`src/rtl/bcd_encoder_seq_if.sv`:
```
// Handshake/data bundle between the stopwatch counter (master) and the
// sequential binary-to-BCD encoder (slave).
interface bcd_encoder_seq_if #(
    parameter int BIN_W  = 27,
    parameter int DIGITS = 8
);
    logic                  start;
    logic [BIN_W-1:0]      bin;
    logic                  busy;
    logic                  done;
    logic [4*DIGITS-1:0]   bcd;
    logic                  overflow;

    modport master (output start, bin, input busy, done, bcd, overflow);
    modport slave  (input start, bin, output busy, done, bcd, overflow);
endinterface

```
`src/rtl/bcd_encoder_seq.sv`:
```
// Sequential binary-to-BCD encoder (double dabble), one input bit per clock.
// Result digit 0 (bcd[3:0]) is the least significant decimal digit.
module bcd_encoder_seq #(
    parameter int BIN_W  = 27,
    parameter int DIGITS = 8
) (
    input  logic             clk,
    input  logic             rst_n,
    bcd_encoder_seq_if.slave bus
);
    localparam int BCD_W = 4 * DIGITS;
    localparam int CNT_W = $clog2(BIN_W + 1);

    localparam logic [1:0] S_IDLE   = 2'd0;
    localparam logic [1:0] S_SHIFT  = 2'd1;
    localparam logic [1:0] S_FINISH = 2'd2;

    logic [1:0]       state_q, state_d;
    logic [BIN_W-1:0] shreg_q, shreg_d;
    logic [BCD_W-1:0] work_q, work_d;
    logic [CNT_W-1:0] cnt_q, cnt_d;
    logic             ovf_int_q, ovf_int_d;
    logic             busy_q, busy_d;
    logic             done_q, done_d;
    logic [BCD_W-1:0] bcd_q, bcd_d;
    logic             overflow_q, overflow_d;
    logic [BCD_W-1:0] adj;

    // Add-3 correction: every digit >= 5 gets +3, no carry between digits
    always_comb begin
        adj = '0;
        for (int i = 0; i < DIGITS; i++) begin
            adj[4*i +: 4] = (work_q[4*i +: 4] >= 4'd5) ? work_q[4*i +: 4] + 4'd3
                                                      : work_q[4*i +: 4];
        end
    end

    // Next-state logic for the conversion FSM and result registers
    always_comb begin
        state_d    = state_q;
        shreg_d    = shreg_q;
        work_d     = work_q;
        cnt_d      = cnt_q;
        ovf_int_d  = ovf_int_q;
        busy_d     = busy_q;
        done_d     = 1'b0;
        bcd_d      = bcd_q;
        overflow_d = overflow_q;
        case (state_q)
            S_IDLE: begin
                if (bus.start) begin
                    shreg_d   = bus.bin;
                    work_d    = '0;
                    cnt_d     = CNT_W'(BIN_W);
                    ovf_int_d = 1'b0;
                    busy_d    = 1'b1;
                    state_d   = S_SHIFT;
                end
            end
            S_SHIFT: begin
                // Bit leaving the top digit means the value needs more digits
                // than we have; it is remembered as a sticky overflow.
                work_d    = {adj[BCD_W-2:0], shreg_q[BIN_W-1]};
                shreg_d   = {shreg_q[BIN_W-2:0], 1'b0};
                ovf_int_d = ovf_int_q | adj[BCD_W-1];
                cnt_d     = cnt_q - CNT_W'(1);
                if (cnt_q == CNT_W'(1)) begin
                    // Results are loaded on the edge into FINISH so that
                    // done and the new bcd/overflow are visible together.
                    state_d = S_FINISH;
                    busy_d  = 1'b0;
                    done_d  = 1'b1;
                    if (ovf_int_d) begin
                        bcd_d      = {DIGITS{4'h9}};
                        overflow_d = 1'b1;
                    end else begin
                        bcd_d      = work_d;
                        overflow_d = 1'b0;
                    end
                end
            end
            S_FINISH: state_d = S_IDLE;
            default:  state_d = S_IDLE;
        endcase
    end

    // State registers, asynchronously cleared
    always_ff @(posedge clk or negedge rst_n) begin
        if (!rst_n) begin
            state_q    <= S_IDLE;
            shreg_q    <= '0;
            work_q     <= '0;
            cnt_q      <= '0;
            ovf_int_q  <= 1'b0;
            busy_q     <= 1'b0;
            done_q     <= 1'b0;
            bcd_q      <= '0;
            overflow_q <= 1'b0;
        end else begin
            state_q    <= state_d;
            shreg_q    <= shreg_d;
            work_q     <= work_d;
            cnt_q      <= cnt_d;
            ovf_int_q  <= ovf_int_d;
            busy_q     <= busy_d;
            done_q     <= done_d;
            bcd_q      <= bcd_d;
            overflow_q <= overflow_d;
        end
    end

    assign bus.busy     = busy_q;
    assign bus.done     = done_q;
    assign bus.bcd      = bcd_q;
    assign bus.overflow = overflow_q;
endmodule

```
`src/flat_wrapper.sv`:
```
// flat-port wrapper written by rule: the top's interface ports become plain ports
module bcd_encoder_seq_flat 
#(
    parameter int BIN_W  = 27,
    parameter int DIGITS = 8
)
  (clk, rst_n, bus_start, bus_bin, bus_busy, bus_done, bus_bcd, bus_overflow);
  bcd_encoder_seq_if #(.BIN_W(BIN_W), .DIGITS(DIGITS)) bus_i ();
  input  logic clk;
  input  logic rst_n;
  input wire logic [$bits(bus_i.start)-1:0] bus_start;
  input wire logic [$bits(bus_i.bin)-1:0] bus_bin;
  output wire logic [$bits(bus_i.busy)-1:0] bus_busy;
  output wire logic [$bits(bus_i.done)-1:0] bus_done;
  output wire logic [$bits(bus_i.bcd)-1:0] bus_bcd;
  output wire logic [$bits(bus_i.overflow)-1:0] bus_overflow;
  assign bus_i.start = bus_start;
  assign bus_i.bin = bus_bin;
  assign bus_busy = bus_i.busy;
  assign bus_done = bus_i.done;
  assign bus_bcd = bus_i.bcd;
  assign bus_overflow = bus_i.overflow;
  bcd_encoder_seq #(.BIN_W(BIN_W), .DIGITS(DIGITS)) u_core (.clk(clk), .rst_n(rst_n), .bus(bus_i));
endmodule
```
`config.mk`:
```
export PLATFORM = sky130hd
export DESIGN_NAME = bcd_encoder_seq_flat
export DESIGN_NICKNAME = d
export VERILOG_FILES = /design/src/rtl/bcd_encoder_seq_if.sv /design/src/rtl/bcd_encoder_seq.sv /design/src/flat_wrapper.sv
export SDC_FILE = /design/constraint.sdc
export NUM_CORES = 1
export LEC_CHECK = 0
export CAP_MARGIN = 20
export CORE_MARGIN = 10
export CORE_UTILIZATION = 35
export CTS_BUF_LIST = sky130_fd_sc_hd__clkbuf_4 sky130_fd_sc_hd__clkbuf_8 sky130_fd_sc_hd__clkbuf_16
export DETAILED_ROUTE_END_ITERATION = 12
export GPL_ROUTABILITY_DRIVEN = 0
export SYNTH_ARGS = -nofsm -noshare
export SYNTH_HDL_FRONTEND = slang
export SYNTH_SLANG_ARGS = --single-unit
```
`constraint.sdc`:
```
create_clock -name clk -period 2.6 [get_ports clk]
set_clock_uncertainty 0.2 [all_clocks]
set_input_delay 0.26 -clock clk [delete_from_list [all_inputs] [get_ports clk]]
set_output_delay 0.26 -clock clk [all_outputs]
set_load 0.02 [all_outputs]
```
# Word-level counts from Yosys, hierarchy flattened
# Index checks and enable logic that the tools add are counted.
totals:
  input_bits: 30
  ff_bits: 102
  elab_cells: 63
  output_inout_bits: 35
classes:
  mux: 26
  n_addsub: 9
  bitwise: 1
  n_reduce_logical: 6
  eq_ne: 4
  magnitude_cmp: 8
op_table:
  columns: ["op", "n"]
  rows:
  - ["$mux W32", 2]
  - ["$pmux W32 S2", 1]
  - ["$pmux W27 S2", 1]
  - ["$add A4 B2 Y4 const B", 8]
  - ["$ge A4 B3 Y1 const B", 8]
  - ["$mux W4", 8]
  - ["$mux W27", 1]
  - ["$pmux W5 S2", 1]
  - ["$mux W1", 6]
  - ["$reduce_and A2 Y1", 3]
  - ["$eq A5 B1 Y1 const B", 1]
  - ["$mux W5", 1]
  - ["$sub A5 B1 Y5 const B", 1]
  - ["$mux W2", 2]
  - ["$pmux W1 S2", 2]
  - ["$pmux W2 S2", 1]
  - ["$reduce_and A3 Y1", 1]
  - ["$eq A2 B1 Y1 const B", 1]
  - ["$logic_not A2 Y1", 1]
  - ["$ne A2 B1 Y1 const B", 1]
  - ["$ne A2 B2 Y1 const B", 1]
  - ["$reduce_bool A2 Y1", 1]
  - ["$or A1 B1 Y1", 1]

# Depth between registers and ports, before layout
# Gate-level depths: netlist (run 1).
logic_depth:
  ltp_word: 4
  ltp_mapped: 8
  depth_no_buf: 7

# Worst setup path after synthesis (run 1)
# OpenSTA, ideal clock, no wires.
synth_timing:
  path_kind: "reg2reg"
  from: "register u_core.work_q[28]"
  to: "register u_core.bcd_q[10] (netlist: u_core.bus.bcd[10])"
  period_less_slack_ns: 1.968
  path_buffers: 1
  setup_time_ns: 0.104
  setup_slack_ns: 0.632
  stages_incl_launch_ff: 8
  arrival_time_ns: 1.665
  t_required_ns: 2.296
  cell_sequence: "dfrtp_1 -> inv_1 -> ha_1 -> nand2b_1 -> nor3b_1 -> or3_1 -> buf_4 -> o41ai_2"
synth_via:
  elab_chain_cells: 4
  elab_cells_between_ends: 5
  cone_classes: "add/sub (1); order compare (1); mux (2); bitwise (1)"
synth_rtl:
  columns: ["element", "line_no", "text"]
  rows:
  - ["from (decl)", "bcd_encoder_seq.sv:20", "logic [BCD_W-1:0] work_q, work_d;"]
  - ["from (signal assigned)", "bcd_encoder_seq.sv:102", "work_q <= work_d;"]
  - ["$add A4 B2 Y4 / $ge A4 B3 Y1 (equally long branches)", "bcd_encoder_seq.sv:33", "adj[4*i +: 4] = (work_q[4*i +: 4] >= 4'd5) ? work_q[4*i +: 4] + 4'd3"]
  - ["$mux W4 *", "bcd_encoder_seq.sv:33", null]
  - ["$or A1 B1 Y1 *", "bcd_encoder_seq.sv:65", "ovf_int_d = ovf_int_q | adj[BCD_W-1];"]
  - ["$mux W32 *", "bcd_encoder_seq.sv:73", "if (ovf_int_d) begin"]
  - ["to (signal assigned)", "bcd_encoder_seq.sv:97", "bcd_q <= '0;"]
  - ["to (signal assigned)", "bcd_encoder_seq.sv:107", "bcd_q <= bcd_d;"]
  - ["to (decl)", "bcd_encoder_seq.sv:25", "logic [BCD_W-1:0] bcd_q, bcd_d;"]
# Mark *: on every way between the ends. The rest lies on a longest branch, timed or not.
# A chain may end at the register's enable or synchronous reset.

# Final worst setup path (run 1)
layout_timing:
  from: "register u_core.work_q[28]"
  to: "register u_core.bcd_q[7] (netlist: u_core.bus.bcd[7])"
# Same word-level chain as after synthesis.

==> results of run 1 <==
-- worst paths after layout --
check	start	to	depth (start not counted)
setup reg to reg	u_core.work_q[28]$_DFFE_PN0P_	u_core.bus.bcd[7]$_DFFE_PN0P_	7
setup / recovery	u_core.work_q[28]$_DFFE_PN0P_	u_core.bus.bcd[7]$_DFFE_PN0P_	7
min in group asynchronous	rst_n	u_core.work_q[14]$_DFFE_PN0P_	2
hold reg to reg	u_core.shreg_q[21]$_DFFE_PN0P_	u_core.shreg_q[22]$_DFFE_PN0P_	2
hold / removal	u_core.shreg_q[21]$_DFFE_PN0P_	u_core.shreg_q[22]$_DFFE_PN0P_	2
max in group asynchronous	rst_n	u_core.shreg_q[5]$_DFFE_PN0P_	3
-- synth_stat cells (9+ instances only) --
cell type	n	area share
clkbuf_1	14	0.011
ha_1	18	0.047
mux2i_1	28	0.058
nand2b_1	10	0.013
nor3b_1	16	0.025
buf_2	9	0.0093
a31oi_1	15	0.019
a22o_1	9	0.016
xnor2_1	10	0.018
o21ai_0	57	0.059
dfrtp_1	102	0.53
a21oi_1	25	0.026
o31ai_1	9	0.014
inv_1	21	0.016
nand2_1	66	0.051
nor2_1	19	0.015
-- through the flow --
stage	hold WS, ns	power [uW]	utilization	instances	cell area (sq um)
global route	0.320	8260	0.452	716	6050
global placement	0.171	6130	0.427	699	5730
CTS	0.290	7730	0.452	716	6050
finish	0.285	7620	0.452	716	6050
detailed placement	0.170	6250	0.427	699	5730
floorplan	-0.236	5030	-	473	4830
-- kinds of logic (layout without fill, tap and decap cells) --
kind of cell | count (synthesis) | after routing
AO/OA/AOI/OAI | 129 | 129
XOR/XNOR | 10 | 10
adder cells (fa/ha/maj) | 18 | 18
buffers and inverters | 47 | 114
flip-flops | 102 | 102
multiplexers | 30 | 30
AND/OR/NAND/NOR | 137 | 137
-- power breakdown --
part	internal (uW)	leakage [uW]	switching [uW]	total (uW)
clock network	852	0.000156	585	1440
logic	1500	0.00123	1830	3340
registers	2300	0.00129	542	2840
total	4660	0.00268	2960	7620
-- flip-flops by register name, indices dropped and copies added (netlist names) --
| name | flops |
|---|---|
| u_core.bus.bcd | 32 |
| u_core.bus.busy | 1 |
| u_core.ovf_int_q | 1 |
| u_core.bus.overflow | 1 |
| u_core.bus.done | 1 |
| u_core.state_q | 2 |
| u_core.shreg_q | 27 |
| u_core.cnt_q | 5 |
| u_core.work_q | 32 |
-- metal layers --
| layer | track usage | routed length [microns] |
|---|---|---|
| met5 | 0 | 0 |
| met4 | 0.0439 | 188 |
| met3 | 0.0401 | 600 |
| met2 | 0.183 | 4890 |
| met1 | 0.152 | 5050 |
-- cells in the final DEF, fill, tap and decap left out, types with 9 or more instances in the layout --
cell and n:
dfrtp_1 102, a21oi_1 25, a31oi_1 15, o31ai_1 9, a22o_1 9, buf_4 10
nor3b_1 16, mux2i_1 28, xnor2_1 10, o21ai_0 57, inv_1 21, nand2_1 66
nor2_1 19, clkbuf_16 9, clkdlybuf4s50_1 63, nand2b_1 10, ha_1 18
-- final cells by class --
cell class / instances / area [sq um]
Clock inverter: 6 / 86.3
Clock buffer: 10 / 233
Fill cell: 1255 / 7350
Sequential cell: 102 / 2550
Multi-Input combinational cell: 324 / 2110
Timing Repair Buffer: 77 / 776
Inverter: 21 / 78.8
Tap cell: 176 / 220
-- critical path: cells and delay by family, from the launching register on --
kind | cells | cell delay, ns
buffers and inverters | 2 | 0.44
adder cells (fa/ha/maj) | 1 | 0.20
AND/OR/NAND/NOR | 3 | 0.85
flip-flops | 1 | 0.42
AO/OA/AOI/OAI | 1 | 0.11
-- what timing repair did --
action | CTS | global route
buffers inserted | 0 | 0
endpoints found under the hold margin | 52 | 0
hold buffers | 1 | 0
==> flow_summary_export.csv, run 1 <==
group,metric,value,unit
placed_design,post-place-ws,0.258,ns
sta,rsz0062_at_grt,"no",
run_status,status,"completed",
sta,hold_viol,0,
sta,worst_slack,0.259,ns
die,die_w,138,microns
cts,clk_pin_slew_worst_paths,0.07,ns
yosys,synth-adder-area-share,0.0466,
yosys,synth-seq-cells,102,
sta,worstMarginPinSlew,0.737,ns
critical_path,crit_chain,"inv_1 > ha_1 > nand2b_1 > nor3b_1 > nor3_2 > buf_4 > a31oi_1",
cts,cts_tree,"yes",
drt,dr.first_iter.drc_count,236,
sta,fin_crit_sh,0.900,
yosys,synth_top_family_by_area,"compound AO/OA/AOI/OAI gates",
cts,cts_buffers,9,
drt,drc,0,
global_routing,grt_max_degree,65,
yosys,muxShareOfSynthArea,0.0626,
drt,ant_nets,0,
yosys,ys.flop_type,"dfrtp_1",
global_routing,antenna_found_initial,0,
sta,final.min_clock_period,2.34,ns
pwr,p_per_area,1260,nW/um^2
final_layout,antenna-diode-count,0,
pwr,peakVddDrop,0.475,mV
drt,finalWirelength,10700,microns
drt,wire_per_inst,15.0,microns
yosys,syn_area,4830,sq um
yosys,synth.distinct_cells,33,
cts,cts_resized,0,
sta,fmax,427,MHz
yosys,syn_avg_cell_area,10.2,sq um
yosys,ys_warn_count,0,
critical_path,worst_setup_path_start_kind,"flip-flop",
cts,clockBufferDepth,2,
sta,slew_violations,0,
yosys,syn_nets,521,
critical_path,crit_required,2.62,ns
final_layout,areaGrowthSynthToFinish,25.3,%
yosys,synth-edff-count,0,
hold_path,hp-class,"flip-flop to flip-flop",
critical_path,path_class,"flip-flop to flip-flop",
final_layout,fin_nets,583,
sta,setup_viol_count_final,0,
cts,cts-root-buf,"clkbuf_16",
flow_run,maxCapViolations,0,
global_routing,grt_pass1_vias,3583,
critical_path,cp_slowest_stage_delay,0.61,ns
yosys,synth-xor-area-share,0.0181,
drt,viasPerCell,4.97,
yosys,synth-compound-area-share,0.166,
global_routing,grtUsageTotal,0.119,
die,start_util,0.361,
critical_path,cp_max_fo,14,
global_routing,grt_overflow,0,
critical_path,cp-end-kind,"flip-flop",
critical_path,cp_data_arrival_time,2.36,ns
yosys,syn_inst,473,
yosys,ys_async_sr_fraction,1.00,
die,die-area,18900,sq um
placed_design,dp_hpwl,7510,microns
die,fp.dieH,138,microns
placed_design,port_buffers,64,
critical_path,rrSetupSlack,0.26,ns
cts,ctsHtreeMaxLevel,3,
drt,via_count,3561,
cts,cts.sink_count,102,
yosys,synth-simple-area-share,0.139,
die,core_area,13400,sq um
sta,slew_headroom,0.506,
die,rows,42,
drt,firstDrtPassIters,4,
cts,clock_latency,0.35,ns
global_routing,grt_first_pass_wirelength,18000,microns
critical_path,slowest_stage,"nor3_2",
sta,tns,0,ns
yosys,ys_seq_area_frac,0.528,
pwr,leakagePower,0.00268,uW
die,ios,65,
final_layout,drive_above_1_share,0.0889,
No activity file was read; power rests on OpenSTA's default activity.
==> inputs of run 2 (changes only) <==
--- a/config.mk
+++ b/config.mk
@@ -6,11 +6,15 @@
 export NUM_CORES = 1
 export LEC_CHECK = 0
 export CAP_MARGIN = 20
-export CORE_MARGIN = 10
+export CELL_PAD_IN_SITES_DETAIL_PLACEMENT = 0
+export CELL_PAD_IN_SITES_GLOBAL_PLACEMENT = 2
+export CORE_ASPECT_RATIO = 1.1
+export CORE_MARGIN = 5
 export CORE_UTILIZATION = 35
 export CTS_BUF_LIST = sky130_fd_sc_hd__clkbuf_4 sky130_fd_sc_hd__clkbuf_8 sky130_fd_sc_hd__clkbuf_16
 export DETAILED_ROUTE_END_ITERATION = 12
 export GPL_ROUTABILITY_DRIVEN = 0
+export PLACE_DENSITY_LB_ADDON = 0.1
 export SYNTH_ARGS = -nofsm -noshare
 export SYNTH_HDL_FRONTEND = slang
 export SYNTH_SLANG_ARGS = --single-unit
==> run 2 against run 1 <==
Against the previous run: via count decreased by 1.3%; final cell count up 1.5%; wire length increased by 0.99%; power shrank 1.6%; largest power group unchanged; largest cell class unchanged; maximum frequency grew 5.5%; critical path depth decreased by 1.
==> flow_summary_export.csv, run 2 (synthesized netlist as in run 1, its figures left out) <==
group,metric,value,unit
cts,clockBufferDepth,2,
die,core_area,13700,sq um
final_layout,final_cell_mix,"102 x dfrtp_1, 66 x nand2_1, 63 x clkdlybuf4s50_1",
final_layout,utilization,0.441,
sta,final.min_clock_period,2.22,ns
placed_design,dp_hpwl,7310,microns
cts,cts_buffers,9,
final_layout,fillers,1350,
cts,cts-root-buf,"clkbuf_16",
cts,cts_setup_buffers,0,
die,rows,45,
sta,slew_headroom,0.610,
sta,fmax,451,MHz
final_layout,fin_nets,583,
drt,via_count,3515,
final_layout,final_common_cell,"dfrtp_1",
die,ios,65,
global_routing,grt-busiest-layer,"met2",
global_routing,antenna_found_initial,0,
global_routing,grt_max_degree,65,
critical_path,path_class,"flip-flop to flip-flop",
drt,ant_nets,0,
global_routing,met2_usage,0.225,
global_routing,grt_use_met1,0.187,
sta,slew_violations,0,
hold_path,hp-class,"input port to async pin",
critical_path,worst_setup_path_start_kind,"flip-flop",
die,die-area,16300,sq um
cts,clk_pin_slew_worst_paths,0.07,ns
pwr,leakagePower,0.00267,uW
sta,worst_slack,0.381,ns
sta,hold_viol,0,
final_layout,areaGrowthSynthToFinish,24.8,%
sta,setup_viol_count_final,0,
sta,worstMarginPinSlew,0.584,ns
drt,firstDrtPassIters,4,
drt,viasPerCell,4.83,
die,fp.dieH,133,microns
cts,cts.sink_count,102,
global_routing,grt_pass1_vias,3599,
cts,clock_latency,0.35,ns
final_layout,seq_area,2550,sq um
drt,wire_per_inst,14.9,microns
placed_design,dp.cells,711,
drt,dr.first_iter.drc_count,147,
sta,fin_crit_sh,0.853,
die,start_util,0.353,
global_routing,grt_overflow,0,
global_routing,grt_first_pass_wirelength,18300,microns
cts,cts_hold_buf,1,
cts,cts_resized,0,
critical_path,cp-end-kind,"flip-flop",
critical_path,cp_data_arrival_time,2.27,ns
run_status,status,"completed",
global_routing,grtUsageTotal,0.142,
pwr,peakVddDrop,0.306,mV
pwr,p_per_area,1240,nW/um^2
critical_path,crit_required,2.65,ns
sta,whs,0.243,ns
cts,cts_tree,"yes",
global_routing,grtUsageMet3,0.0395,
final_layout,antenna-diode-count,0,
critical_path,cp_max_fo,9,
placed_design,port_buffers,64,
placed_design,post-place-ws,0.364,ns
critical_path,reg2reg_depth,6,
final_layout,final_cells,727,
sta,rsz0062_at_grt,"no",
final_layout,drive_above_1_share,0.0872,
drt,finalWirelength,10800,microns
sta,tns,0,ns
die,die_w,122,microns
flow_run,maxCapViolations,0,
drt,drc,0,
cts,ctsHtreeMaxLevel,3,
final_layout,multi_input_area,2110,sq um
-- run 2: cell count changes in the layout (fill, tap and decap cells not counted) --
cell and delta:
clkbuf_8 +4, bufinv_16 -2, clkinv_2 -2, buf_12 -1, buf_4 +1, clkbuf_4 +1
clkinv_4 -1, clkinvlp_4 -1
-- run 2: final cells by class --
type,count,share of cell area
Clock buffer,15,0.0489
Sequential cell,102,0.423
Multi-Input combinational cell,324,0.349
Timing Repair Buffer,77,0.127
Tap cell,188,0.0390
Inverter,21,0.0131
-- run 2: where the power goes --
| group | internal (uW) | switching (uW) |
|---|---|---|
| Combinational | 1500 | 1830 |
| Sequential | 2300 | 527 |
| Clock | 771 | 569 |
| Total | 4570 | 2930 |
-- run 2: stage by stage --
stage,area [sq um],total power [uW]
finish,6030,7500
global route,6030,8140
CTS,6030,7640
detailed placement,5730,6250
global placement,5730,6200
floorplan,4830,5030
-- run 2: final timing paths --
path / to / slack [ns] / from
max reg2reg: u_core.bus.bcd[22]$_DFFE_PN0P_ / 0.38 / u_core.work_q[28]$_DFFE_PN0P_
min: u_core.work_q[16]$_DFFE_PN0P_ / 0.24 / rst_n
max: u_core.bus.bcd[22]$_DFFE_PN0P_ / 0.38 / u_core.work_q[28]$_DFFE_PN0P_
min reg2reg: u_core.shreg_q[24]$_DFFE_PN0P_ / 0.28 / u_core.shreg_q[23]$_DFFE_PN0P_
max in group asynchronous: u_core.bus.done$_DFF_PN0_ / 1.31 / rst_n
min in group clk: u_core.shreg_q[24]$_DFFE_PN0P_ / 0.28 / u_core.shreg_q[23]$_DFFE_PN0P_
-- run 2: per-layer routing --
metal  part of all wire  wire length [microns]
met5                  0                      0
met4              0.014                    150
met3              0.045                    487
met2               0.47                   5050
met1               0.48                   5150
-- run 2: worst max-delay path: stages (launching register included) --
cell,delay [ns]
dfrtp_1,0.42
inv_1,0.10
ha_1,0.19
nand2b_1,0.08
nor3b_1,0.17
or3_1,0.58
o41ai_2,0.38
